$ cat src/rtl/dpram_rr_arbiter_if.sv
// Requester-side bus of the dual-port RAM arbiter: request fields flow from
// the client engines, grants and read returns flow back.
interface dpram_rr_arbiter_if #(
    parameter int NUM_REQ    = 4,
    parameter int DATA_WIDTH = 8,
    parameter int ADDR_WIDTH = 5
);
    logic [NUM_REQ-1:0]            req;
    logic [NUM_REQ-1:0]            req_we;
    logic [NUM_REQ*ADDR_WIDTH-1:0] req_addr;
    logic [NUM_REQ*DATA_WIDTH-1:0] req_wdata;
    logic [NUM_REQ-1:0]            gnt;
    logic [NUM_REQ-1:0]            rvalid;
    logic [NUM_REQ*DATA_WIDTH-1:0] rdata;

    // Client engines drive requests and consume grants and read returns.
    modport master (
        output req, req_we, req_addr, req_wdata,
        input  gnt, rvalid, rdata
    );

    // The arbiter observes requests and drives grants and read returns.
    modport slave (
        input  req, req_we, req_addr, req_wdata,
        output gnt, rvalid, rdata
    );
endinterface

$ cat src/rtl/dpram_rr_arbiter.sv
// Round-robin arbiter sharing one dual-port RAM among NUM_REQ requesters.
// Up to two grants per cycle (A -> RAM port A, B -> RAM port B); RAM controls
// are registered, and a per-port tag pipeline routes read data back to the
// requester that issued the read after a fixed latency.
module dpram_rr_arbiter #(
    parameter int NUM_REQ    = 4,
    parameter int DATA_WIDTH = 8,
    parameter int ADDR_WIDTH = 5,
    parameter int RAM_RD_LAT = 2
) (
    input  logic                  clk,
    input  logic                  rst,
    dpram_rr_arbiter_if.slave     cli,
    output logic [ADDR_WIDTH-1:0] ram_addr_a,
    output logic [DATA_WIDTH-1:0] ram_data_a,
    output logic                  ram_en_a,
    output logic                  ram_we_a,
    input  logic [DATA_WIDTH-1:0] ram_q_a,
    output logic [ADDR_WIDTH-1:0] ram_addr_b,
    output logic [DATA_WIDTH-1:0] ram_data_b,
    output logic                  ram_en_b,
    output logic                  ram_we_b,
    input  logic [DATA_WIDTH-1:0] ram_q_b
);
    localparam int IDW   = $clog2(NUM_REQ);
    localparam int DEPTH = RAM_RD_LAT + 1;

    typedef struct packed {
        logic           valid;
        logic [IDW-1:0] id;
    } rd_tag_t;

    // (base + k) mod NUM_REQ, valid for base < NUM_REQ and k < NUM_REQ.
    function automatic logic [IDW-1:0] wrap_add(input logic [IDW-1:0] base, input int k);
        int sum;
        sum = int'(base) + k;
        if (sum >= NUM_REQ) sum = sum - NUM_REQ;
        return IDW'(sum);
    endfunction

    logic [IDW-1:0]            ptr_q, ptr_d;
    logic [IDW-1:0]            a_idx, b_idx;
    logic                      a_found, b_found, b_ok;
    logic                      a_we, b_we;
    logic [ADDR_WIDTH-1:0]     a_addr, b_addr;
    logic [DATA_WIDTH-1:0]     a_wdata, b_wdata;
    logic [NUM_REQ-1:0]        gnt_d;
    logic                      busy_a, busy_b;
    logic [NUM_REQ-1:0]        rvalid_q, rvalid_d;
    logic [NUM_REQ*DATA_WIDTH-1:0] rdata_q, rdata_d;
    rd_tag_t                   pipe_a_q [DEPTH];
    rd_tag_t                   pipe_b_q [DEPTH];

    // Round-robin scan: first two requesters found starting at the pointer.
    always_comb begin
        // NOTE: every signal written here gets a default first so no latch is inferred.
        a_found = 1'b0;
        b_found = 1'b0;
        a_idx   = '0;
        b_idx   = '0;
        for (int k = 0; k < NUM_REQ; k++) begin
            if (cli.req[wrap_add(ptr_q, k)]) begin
                if (!a_found) begin
                    a_found = 1'b1;
                    a_idx   = wrap_add(ptr_q, k);
                end else if (!b_found) begin
                    b_found = 1'b1;
                    b_idx   = wrap_add(ptr_q, k);
                end
            end
        end
    end

    assign a_we    = cli.req_we[a_idx];
    assign b_we    = cli.req_we[b_idx];
    assign a_addr  = cli.req_addr[a_idx*ADDR_WIDTH +: ADDR_WIDTH];
    assign b_addr  = cli.req_addr[b_idx*ADDR_WIDTH +: ADDR_WIDTH];
    assign a_wdata = cli.req_wdata[a_idx*DATA_WIDTH +: DATA_WIDTH];
    assign b_wdata = cli.req_wdata[b_idx*DATA_WIDTH +: DATA_WIDTH];

    // Grant decision: B is deferred on a same-address write pair; the pointer
    // moves just past the last requester granted.
    always_comb begin
        b_ok  = b_found && !(a_we && b_we && (a_addr == b_addr));
        gnt_d = '0;
        ptr_d = ptr_q;
        if (a_found) begin
            gnt_d[a_idx] = 1'b1;
            ptr_d        = wrap_add(a_idx, 1);
        end
        if (b_ok) begin
            gnt_d[b_idx] = 1'b1;
            ptr_d        = wrap_add(b_idx, 1);
        end
    end

    assign cli.gnt = rst ? '0 : gnt_d;

    // A port keeps its enable high while a read is still inside the RAM so the
    // RAM's output register is not cleared before the tap samples it.
    always_comb begin
        busy_a = 1'b0;
        busy_b = 1'b0;
        for (int d = 0; d < RAM_RD_LAT; d++) begin
            busy_a = busy_a | pipe_a_q[d].valid;
            busy_b = busy_b | pipe_b_q[d].valid;
        end
    end

    // Round-robin pointer register.
    always_ff @(posedge clk or posedge rst) begin
        // NOTE: sequential state uses non-blocking assignments so every flop samples pre-edge values.
        if (rst) ptr_q <= '0;
        else     ptr_q <= ptr_d;
    end

    // Registered RAM controls; address/data hold when a port is idle.
    always_ff @(posedge clk or posedge rst) begin
        if (rst) begin
            ram_en_a   <= 1'b0;
            ram_we_a   <= 1'b0;
            ram_addr_a <= '0;
            ram_data_a <= '0;
            ram_en_b   <= 1'b0;
            ram_we_b   <= 1'b0;
            ram_addr_b <= '0;
            ram_data_b <= '0;
        end else begin
            ram_en_a <= a_found | busy_a;
            ram_we_a <= a_found & a_we;
            if (a_found) begin
                ram_addr_a <= a_addr;
                ram_data_a <= a_wdata;
            end
            ram_en_b <= b_ok | busy_b;
            ram_we_b <= b_ok & b_we;
            if (b_ok) begin
                ram_addr_b <= b_addr;
                ram_data_b <= b_wdata;
            end
        end
    end

    // Per-port read tag pipelines aligned with the RAM read latency.
    always_ff @(posedge clk or posedge rst) begin
        if (rst) begin
            // NOTE: the tag pipeline is reset (unlike a data array) so reads in flight at reset never return.
            for (int d = 0; d < DEPTH; d++) begin
                pipe_a_q[d] <= '0;
                pipe_b_q[d] <= '0;
            end
        end else begin
            pipe_a_q[0].valid <= a_found & ~a_we;
            pipe_a_q[0].id    <= a_idx;
            pipe_b_q[0].valid <= b_ok & ~b_we;
            pipe_b_q[0].id    <= b_idx;
            for (int d = 1; d < DEPTH; d++) begin
                pipe_a_q[d] <= pipe_a_q[d-1];
                pipe_b_q[d] <= pipe_b_q[d-1];
            end
        end
    end

    // Return steering: the tap of each pipeline picks the destination requester.
    always_comb begin
        rvalid_d = '0;
        rdata_d  = rdata_q;
        if (pipe_a_q[DEPTH-1].valid) begin
            rvalid_d[pipe_a_q[DEPTH-1].id] = 1'b1;
            rdata_d[pipe_a_q[DEPTH-1].id*DATA_WIDTH +: DATA_WIDTH] = ram_q_a;
        end
        if (pipe_b_q[DEPTH-1].valid) begin
            rvalid_d[pipe_b_q[DEPTH-1].id] = 1'b1;
            rdata_d[pipe_b_q[DEPTH-1].id*DATA_WIDTH +: DATA_WIDTH] = ram_q_b;
        end
    end

    // Registered read-return strobe and per-requester data hold.
    always_ff @(posedge clk or posedge rst) begin
        if (rst) begin
            rvalid_q <= '0;
            rdata_q  <= '0;
        end else begin
            rvalid_q <= rvalid_d;
            rdata_q  <= rdata_d;
        end
    end

    assign cli.rvalid = rvalid_q;
    assign cli.rdata  = rdata_q;
endmodule

$ cat src/flat_wrapper.sv
// flat-port wrapper written by rule: the top's interface ports become plain ports
module dpram_rr_arbiter_flat 
#(
    parameter int NUM_REQ    = 4,
    parameter int DATA_WIDTH = 8,
    parameter int ADDR_WIDTH = 5,
    parameter int RAM_RD_LAT = 2
)
  (clk, rst, ram_addr_a, ram_data_a, ram_en_a, ram_we_a, ram_q_a, ram_addr_b, ram_data_b, ram_en_b, ram_we_b, ram_q_b, cli_req, cli_req_we, cli_req_addr, cli_req_wdata, cli_gnt, cli_rvalid, cli_rdata);
  dpram_rr_arbiter_if #(.NUM_REQ(NUM_REQ), .DATA_WIDTH(DATA_WIDTH), .ADDR_WIDTH(ADDR_WIDTH)) cli_i ();
  input  logic clk;
  input  logic rst;
  output logic [ADDR_WIDTH-1:0] ram_addr_a;
  output logic [DATA_WIDTH-1:0] ram_data_a;
  output logic ram_en_a;
  output logic ram_we_a;
  input  logic [DATA_WIDTH-1:0] ram_q_a;
  output logic [ADDR_WIDTH-1:0] ram_addr_b;
  output logic [DATA_WIDTH-1:0] ram_data_b;
  output logic ram_en_b;
  output logic ram_we_b;
  input  logic [DATA_WIDTH-1:0] ram_q_b;
  input wire logic [$bits(cli_i.req)-1:0] cli_req;
  input wire logic [$bits(cli_i.req_we)-1:0] cli_req_we;
  input wire logic [$bits(cli_i.req_addr)-1:0] cli_req_addr;
  input wire logic [$bits(cli_i.req_wdata)-1:0] cli_req_wdata;
  output wire logic [$bits(cli_i.gnt)-1:0] cli_gnt;
  output wire logic [$bits(cli_i.rvalid)-1:0] cli_rvalid;
  output wire logic [$bits(cli_i.rdata)-1:0] cli_rdata;
  assign cli_i.req = cli_req;
  assign cli_i.req_we = cli_req_we;
  assign cli_i.req_addr = cli_req_addr;
  assign cli_i.req_wdata = cli_req_wdata;
  assign cli_gnt = cli_i.gnt;
  assign cli_rvalid = cli_i.rvalid;
  assign cli_rdata = cli_i.rdata;
  dpram_rr_arbiter #(.NUM_REQ(NUM_REQ), .DATA_WIDTH(DATA_WIDTH), .ADDR_WIDTH(ADDR_WIDTH), .RAM_RD_LAT(RAM_RD_LAT)) u_core (.clk(clk), .rst(rst), .cli(cli_i), .ram_addr_a(ram_addr_a), .ram_data_a(ram_data_a), .ram_en_a(ram_en_a), .ram_we_a(ram_we_a), .ram_q_a(ram_q_a), .ram_addr_b(ram_addr_b), .ram_data_b(ram_data_b), .ram_en_b(ram_en_b), .ram_we_b(ram_we_b), .ram_q_b(ram_q_b));
endmodule
$ cat config.mk
export PLATFORM = sky130hd
export DESIGN_NAME = dpram_rr_arbiter_flat
export DESIGN_NICKNAME = d
export VERILOG_FILES = /design/src/rtl/dpram_rr_arbiter_if.sv /design/src/rtl/dpram_rr_arbiter.sv /design/src/flat_wrapper.sv
export SDC_FILE = /design/constraint.sdc
export NUM_CORES = 1
export LEC_CHECK = 0
export CORE_MARGIN = 5
export CORE_UTILIZATION = 25
export DETAILED_ROUTE_END_ITERATION = 8
export GPL_TIMING_DRIVEN = 0
export SLEW_MARGIN = 20
export SYNTH_ARGS = -nofsm -noshare
export SYNTH_HDL_FRONTEND = slang
export SYNTH_SLANG_ARGS = --single-unit
$ cat constraint.sdc
create_clock -name clk -period 6.9 [get_ports clk]
set_clock_uncertainty 0.1 [all_clocks]
set_input_delay 1.725 -clock clk [delete_from_list [all_inputs] [get_ports clk]]
set_output_delay 1.725 -clock clk [all_outputs]
set_load 0.02 [all_outputs]
==> results of run 1 <==
[metal layers]
layer	GRT usage	vias up
met5	0	-
met4	0.0366	2
met3	0.0424	13
met2	0.238	201
met1	0.210	2260
li1	-	2214
[sequential cells by signal (all words and copies together) (netlist names), 2 cells and up]
signal	count
u_core.cli.rdata	32
u_core.cli.rvalid	4
u_core.pipe_a_q	9
u_core.pipe_b_q	9
u_core.ptr_q	2
u_core.ram_addr_a	5
u_core.ram_addr_b	5
u_core.ram_data_a	8
u_core.ram_data_b	8
[stage by stage]
stage          area, µm²  total power [mW]  setup TNS [ns]  instances
3_5_place_dp        6820              2.80           -5.14        927
3_3_place_gp        6730              2.75           -4.80        922
5_1_grt             7460              3.75               0        963
4_1_cts             7300              3.43               0        956
6_report            7460              3.50               0        963
2_1_floorplan       4940              2.00               0        511
[cell families after synthesis]
family,Yosys count,synth area share
compound gates,142,0.192
xor+xnor,6,0.0106
fa+ha+maj,16,0.0401
buf+inv,49,0.0449
flops,86,0.436
mux,43,0.115
simple gates,169,0.161
[placed cells by master, fill, tap and decap left out, types with 15 or more instances in the layout]
master / n
o21ai_0: 53
clkdlybuf4s50_1: 139
mux2_2: 15
nand2_1: 103
dfrtp_1: 86
a22oi_1: 32
clkbuf_1: 16
buf_4: 20
[worst reg2reg max path, cell delays in order (launching register included)]
cell	delay, ns
dfrtp_1	0.46
buf_1	0.59
a211oi_4	0.08
a21oi_4	0.19
ha_4	0.24
mux2i_4	0.17
nor4_4	0.07
o31ai_4	0.29
buf_6	0.16
mux4_2	0.33
and3_1	0.20
o2111ai_4	0.25
o21ba_4	0.18
buf_12	0.10
buf_4	0.26
mux2_2	0.38
[power by group through the flow]
stage | combinational, mW | clock, mW | sequential (mW)
2_1_floorplan | 0.946 | 0 | 1.05
3_3_place_gp | 1.89 | 0 | 0.867
3_5_place_dp | 1.92 | 0 | 0.875
4_1_cts | 2.07 | 0.491 | 0.865
5_1_grt | 2.35 | 0.507 | 0.893
6_report | 2.17 | 0.470 | 0.861
[path summary, 6_finish.rpt]
path	slack (ns)	start	endpoint	cells after the start
setup / recovery	0.11	cli_req[3]	cli_gnt[0]	15
hold / removal	0.25	u_core.pipe_b_q[3]	u_core.pipe_b_q[0]	0
setup reg to reg	2.73	u_core.ptr_q[0]	u_core.ram_data_b[6]	15
hold reg to reg	0.25	u_core.pipe_b_q[3]	u_core.pipe_b_q[0]	0
max in group asynchronous	4.38	rst	u_core.cli.rdata[16]	3
min in group asynchronous	1.71	rst	u_core.ram_data_b[0]	2
[timing repair]
action                     CTS  global route
setup buffers               14             7
pin swaps                    7            11
resized for setup           51            26
setup endpoints to repair    4             4
[cell type report]
type / instances / area [µm²] / share of cell area
Clock inverter: 7 / 57.6 / 0.00772
Timing Repair Buffer: 172 / 1670 / 0.224
Tap cell: 265 / 332 / 0.0445
Buffer: 31 / 185 / 0.0248
Inverter: 17 / 71.3 / 0.00956
Multi-Input combinational cell: 376 / 2770 / 0.371
Clock buffer: 9 / 225 / 0.0302
Sequential cell: 86 / 2150 / 0.289
==> results.json, run 1 <==
{
  "critPathLaunchType": "input pin",
  "tritoncts": "done",
  "nets": 786,
  "path_cells": "dlygate4sd2_1 -> mux2i_4 -> a21oi_4 -> ha_4 -> mux2i_4 -> nor4_4 -> o31ai_4 -> buf_6 -> mux4_2 -> xnor2_2 -> o2111ai_4 -> o21ba_4 -> buf_12 -> a32o_2 -> buf_6",
  "synth_nets": 604,
  "avgSynthCellArea_um2": 9.66,
  "grt_first_pass_wirelength_mm": 26.7,
  "ctsHtreeMaxLevel": 3,
  "critPathSlowestCell": "dlygate4sd2_1",
  "cp.required_ns": 5.08,
  "die_w_um": 151,
  "p_comb_frac": 0.620,
  "hold_class": "reg2reg",
  "p_per_area_nw_per_um2": 470,
  "viasPerCell": 4.87,
  "rsz0062_at_grt": "false",
  "slew_headroom": 0.329,
  "drive_gt1_frac": 0.173,
  "drt-wirelength-per-cell_um": 17.9,
  "drt_iter0_drc": 423,
  "antenna_found_initial": 1,
  "fin_util": 0.383,
  "ys.flop_type": "dfrtp_1",
  "drv_slew": 0,
  "dr.max_layer_used": "met5",
  "io-pin-count": 148,
  "worst-slew-pin-transition_ns": 1.00,
  "wl_met3_mm": 1.52,
  "drt_pass1_iterations": 5,
  "crit_buf_inv": 4,
  "synth.most_common_cell": "nand2_1",
  "gp_congestion": 0.888,
  "cts_buffers": 9,
  "yosysTopAreaCell": "dfrtp_1",
  "cts_buffer_depth": 2,
  "antenna_cells": 0,
  "wirelength_met1_mm": 7.53,
  "fin_ws_ns": 0.109,
  "cts_sinks": 86,
  "clkPwrFrac": 0.134,
  "finalCriticalPeriod_ns": 6.79,
  "grt_util_all_layers": 0.152,
  "grt_max_degree": 77,
  "synth_seq_area_share": 0.436,
  "ant_nets": 0,
  "whs_ns": 0.246,
  "drv_cap": 0,
  "clock.fmax_ghz": 0.147,
  "start_util": 0.254,
  "cp_max_fo": 8,
  "synth_area_um2": 4940,
  "wl_met2_mm": 7.95,
  "grt.overflow.total": 0,
  "synth_top_area_share": 0.436,
  "root_buffer": "clkbuf_16",
  "grt_pass1_vias": 4734,
  "synth_edf_count": 0,
  "synthCells": 511,
  "p_leak_nw": 3.04,
  "hpwlAfterDp_mm": 12.7,
  "netSwitchingPower_mw": 1.53,
  "rows": 51,
  "cts_hold_buffers": 0,
  "core_region_area_um2": 19500,
  "ir_drop_mv": 0.219,
  "hold_viol": 0,
  "p_int_mw": 1.98,
  "synth.ff_latch_count": 86,
  "seq_power_share": 0.246,
  "setup_violations": 0,
  "crit_arrival_ns": 4.97,
  "die_area_um2": 22700,
  "port_buffers": 146,
  "synth_common_cells": "nand2_1 (103), dfrtp_1 (86), o21ai_0 (53)",
  "path_clk_slew_ns": 0.07,
  "yosys-top-cells-area": "dfrtp_1 (44%), nand2_1 (7.8%), o21ai_0 (5.4%)",
  "synthArstFlopShare": 1.00,
  "ys_types": 60,
  "die_h_um": 151,
  "num_vias": 4690,
  "drc_errors": 0,
  "end_kind": "output port",
  "clkLatencyLatePin_ns": 0.34,
  "area_growth_pct": 51.1,
  "critical_path.top_delay_family": "compound AO/OA/AOI/OAI gates",
  "num-fill-cells": 1936,
  "crit_path_max_incr_delay_ns": 0.41,
  "path_class": "in2out",
  "status": "finished, final reports clean",
  "ys.warnings.count": 0,
  "period_share": 0.984,
  "place_ws_ns": -1.46,
  "p_sw_frac": 0.436,
  "routed_wl_mm": 17.2
}
Power figures use the tool's default switching activity.
==> run 2: changes to the inputs <==
--- a/config.mk
+++ b/config.mk
@@ -9,7 +9,6 @@
 export CORE_UTILIZATION = 25
 export DETAILED_ROUTE_END_ITERATION = 8
 export GPL_TIMING_DRIVEN = 0
-export SLEW_MARGIN = 20
 export SYNTH_ARGS = -nofsm -noshare
 export SYNTH_HDL_FRONTEND = slang
 export SYNTH_SLANG_ARGS = --single-unit
==> run 2 against run 1 <==
Net effect: via count decreased by 0.30%; worst hold slack improved by 0.00059 ns; wire length shrank 0.36%; combinational power decreased by 3%; final area is 1.4% lower; power is 1.5% lower.
==> results.json, run 2 (synthesized netlist as in run 1, its figures left out) <==
{
  "io-pin-count": 148,
  "final_common_cell": "clkdlybuf4s50_1",
  "crit_arrival_ns": 4.96,
  "area_growth_pct": 49.0,
  "path_cells": "clkdlybuf4s15_1 -> maj3_1 -> a22o_1 -> a211o_1 -> inv_4 -> mux4_2 -> xnor2_2 -> o2111ai_2 -> o21ba_4 -> buf_12 -> a32o_2 -> buf_6",
  "clock.fmax_ghz": 0.147,
  "slew_headroom": 0.309,
  "antenna_cells": 0,
  "grt.overflow.total": 0,
  "p_per_area_nw_per_um2": 469,
  "drv_slew": 0,
  "status": "finished, final reports clean",
  "crit_buf_inv": 4,
  "ctsHtreeMaxLevel": 3,
  "cts_buffer_depth": 2,
  "cts_buffers": 9,
  "drv_cap": 0,
  "drt_pass1_iterations": 5,
  "drc_errors": 0,
  "critPathSlowestCell": "mux4_2",
  "gp_congestion": 0.888,
  "hold_class": "reg2reg",
  "die_area_um2": 22700,
  "cp_max_fo": 8,
  "grt_pass1_vias": 4730,
  "drt-wirelength-per-cell_um": 17.9,
  "period_share": 0.983,
  "final_cell_mix": "clkdlybuf4s50_1 (139), nand2_1 (103), dfrtp_1 (86)",
  "r2r_slack_ns": 2.76,
  "cp.required_ns": 5.08,
  "root_buffer": "clkbuf_16",
  "path_clk_slew_ns": 0.06,
  "clkLatencyLatePin_ns": 0.35,
  "hpwlAfterDp_mm": 12.6,
  "grt_first_pass_wirelength_mm": 26.3,
  "grt_max_degree": 61,
  "die_w_um": 151,
  "core_region_area_um2": 19500,
  "p_leak_nw": 2.98,
  "power.total_mw": 3.45,
  "num_vias": 4676,
  "cts_sinks": 86,
  "start_util": 0.254,
  "antenna_found_initial": 0,
  "ir_drop_mv": 0.194,
  "rows": 51,
  "nets": 778,
  "tritoncts": "done",
  "largest_reg_flops": 32,
  "whs_ns": 0.246,
  "drt_iter0_drc": 348,
  "critical_path.top_delay_family": "compound AO/OA/AOI/OAI gates",
  "critPathLaunchType": "input pin",
  "port_buffers": 146,
  "die_h_um": 151,
  "drive_gt1_frac": 0.155,
  "end_kind": "output port",
  "viasPerCell": 4.90,
  "setup_violations": 0,
  "grt_util_all_layers": 0.150,
  "path_class": "in2out",
  "worst-slew-pin-transition_ns": 1.03,
  "cts_hold_buffers": 0,
  "routed_wl_mm": 17.1,
  "crit_path_max_incr_delay_ns": 0.56,
  "ant_nets": 0,
  "hold_viol": 0,
  "finalCriticalPeriod_ns": 6.78
}
## run 2: cell types whose count changed in the layout (fill, tap and decap cells not counted), sizes merged
cell	change
inv	-1
clkdlybuf4s15	+2
buf	-8
clkinv	-1
clkinvlp	-1
clkbuf	+2
dlygate4sd2	-1
## run 2: path summary, 6_finish.rpt
kind	end	from	depth (start not counted)
setup / recovery	cli_gnt[0]	cli_req[3]	12
hold / removal	u_core.pipe_a_q[1]	u_core.pipe_a_q[4]	0
setup reg to reg	u_core.ram_data_b[0]	u_core.ptr_q[0]	15
hold reg to reg	u_core.pipe_a_q[1]	u_core.pipe_a_q[4]	0
max in group asynchronous	u_core.cli.rdata[28]	rst	3
min in group asynchronous	u_core.ram_data_b[5]	rst	2
## run 2: area by class of cell
class                           count  area, µm²
Multi-Input combinational cell    376       2730
Clock inverter                      4       30.0
Timing Repair Buffer              165       1620
Inverter                           17       68.8
Clock buffer                       12        256
Tap cell                          265        332
Buffer                             30        168
Fill cell                        1958      12100
Sequential cell                    86       2150
## run 2: worst register-to-register path, stage by stage, from the launching register on
cell and delay [ns]:
dfrtp_1 0.47, buf_1 0.53, a211oi_4 0.07, a21oi_2 0.21, ha_4 0.24, mux2i_4 0.17
nor4_4 0.07, o31ai_4 0.31, buf_6 0.16, mux4_2 0.33, and3_1 0.19, o2111ai_2 0.27
o21ba_4 0.19, buf_12 0.10, buf_4 0.26, mux2_2 0.38
## run 2: per-layer routing
| metal | wire, µm | track usage | part of all wire |
|---|---|---|---|
| met2 | 7630 | 0.232 | 0.45 |
| met4 | 368 | 0.0517 | 0.021 |
| met3 | 1650 | 0.0379 | 0.096 |
| met1 | 7480 | 0.205 | 0.44 |
| met5 | 0 | 0 | 0 |
## run 2: stage by stage
stage               cells  instance area [µm²]  setup TNS [ns]  setup WS, ns   util
global placement      922                 6730           -4.80         -1.37  0.346
global route          955                 7360        -0.00378      -0.00213  0.378
floorplan             511                 4940               0         0.263      -
detailed placement    923                 6790           -5.08         -1.45  0.349
CTS                   953                 7280       -0.000944     -0.000944  0.374
finish                955                 7360               0         0.120  0.378
## run 2: power by group
| part | internal [mW] | switching, mW | leakage [nW] | total (mW) |
|---|---|---|---|---|
| clock network | 0.265 | 0.206 | 0.139 | 0.471 |
| registers | 0.731 | 0.133 | 1.08 | 0.864 |
| logic | 0.966 | 1.15 | 1.76 | 2.11 |
| total | 1.96 | 1.49 | 2.98 | 3.45 |
## run 2: what timing repair did
action | CTS | global route
buffers inserted | 15 | 3
gates resized for setup | 53 | 16
endpoints found under the setup margin | 4 | 4
pin swaps | 10 | 12
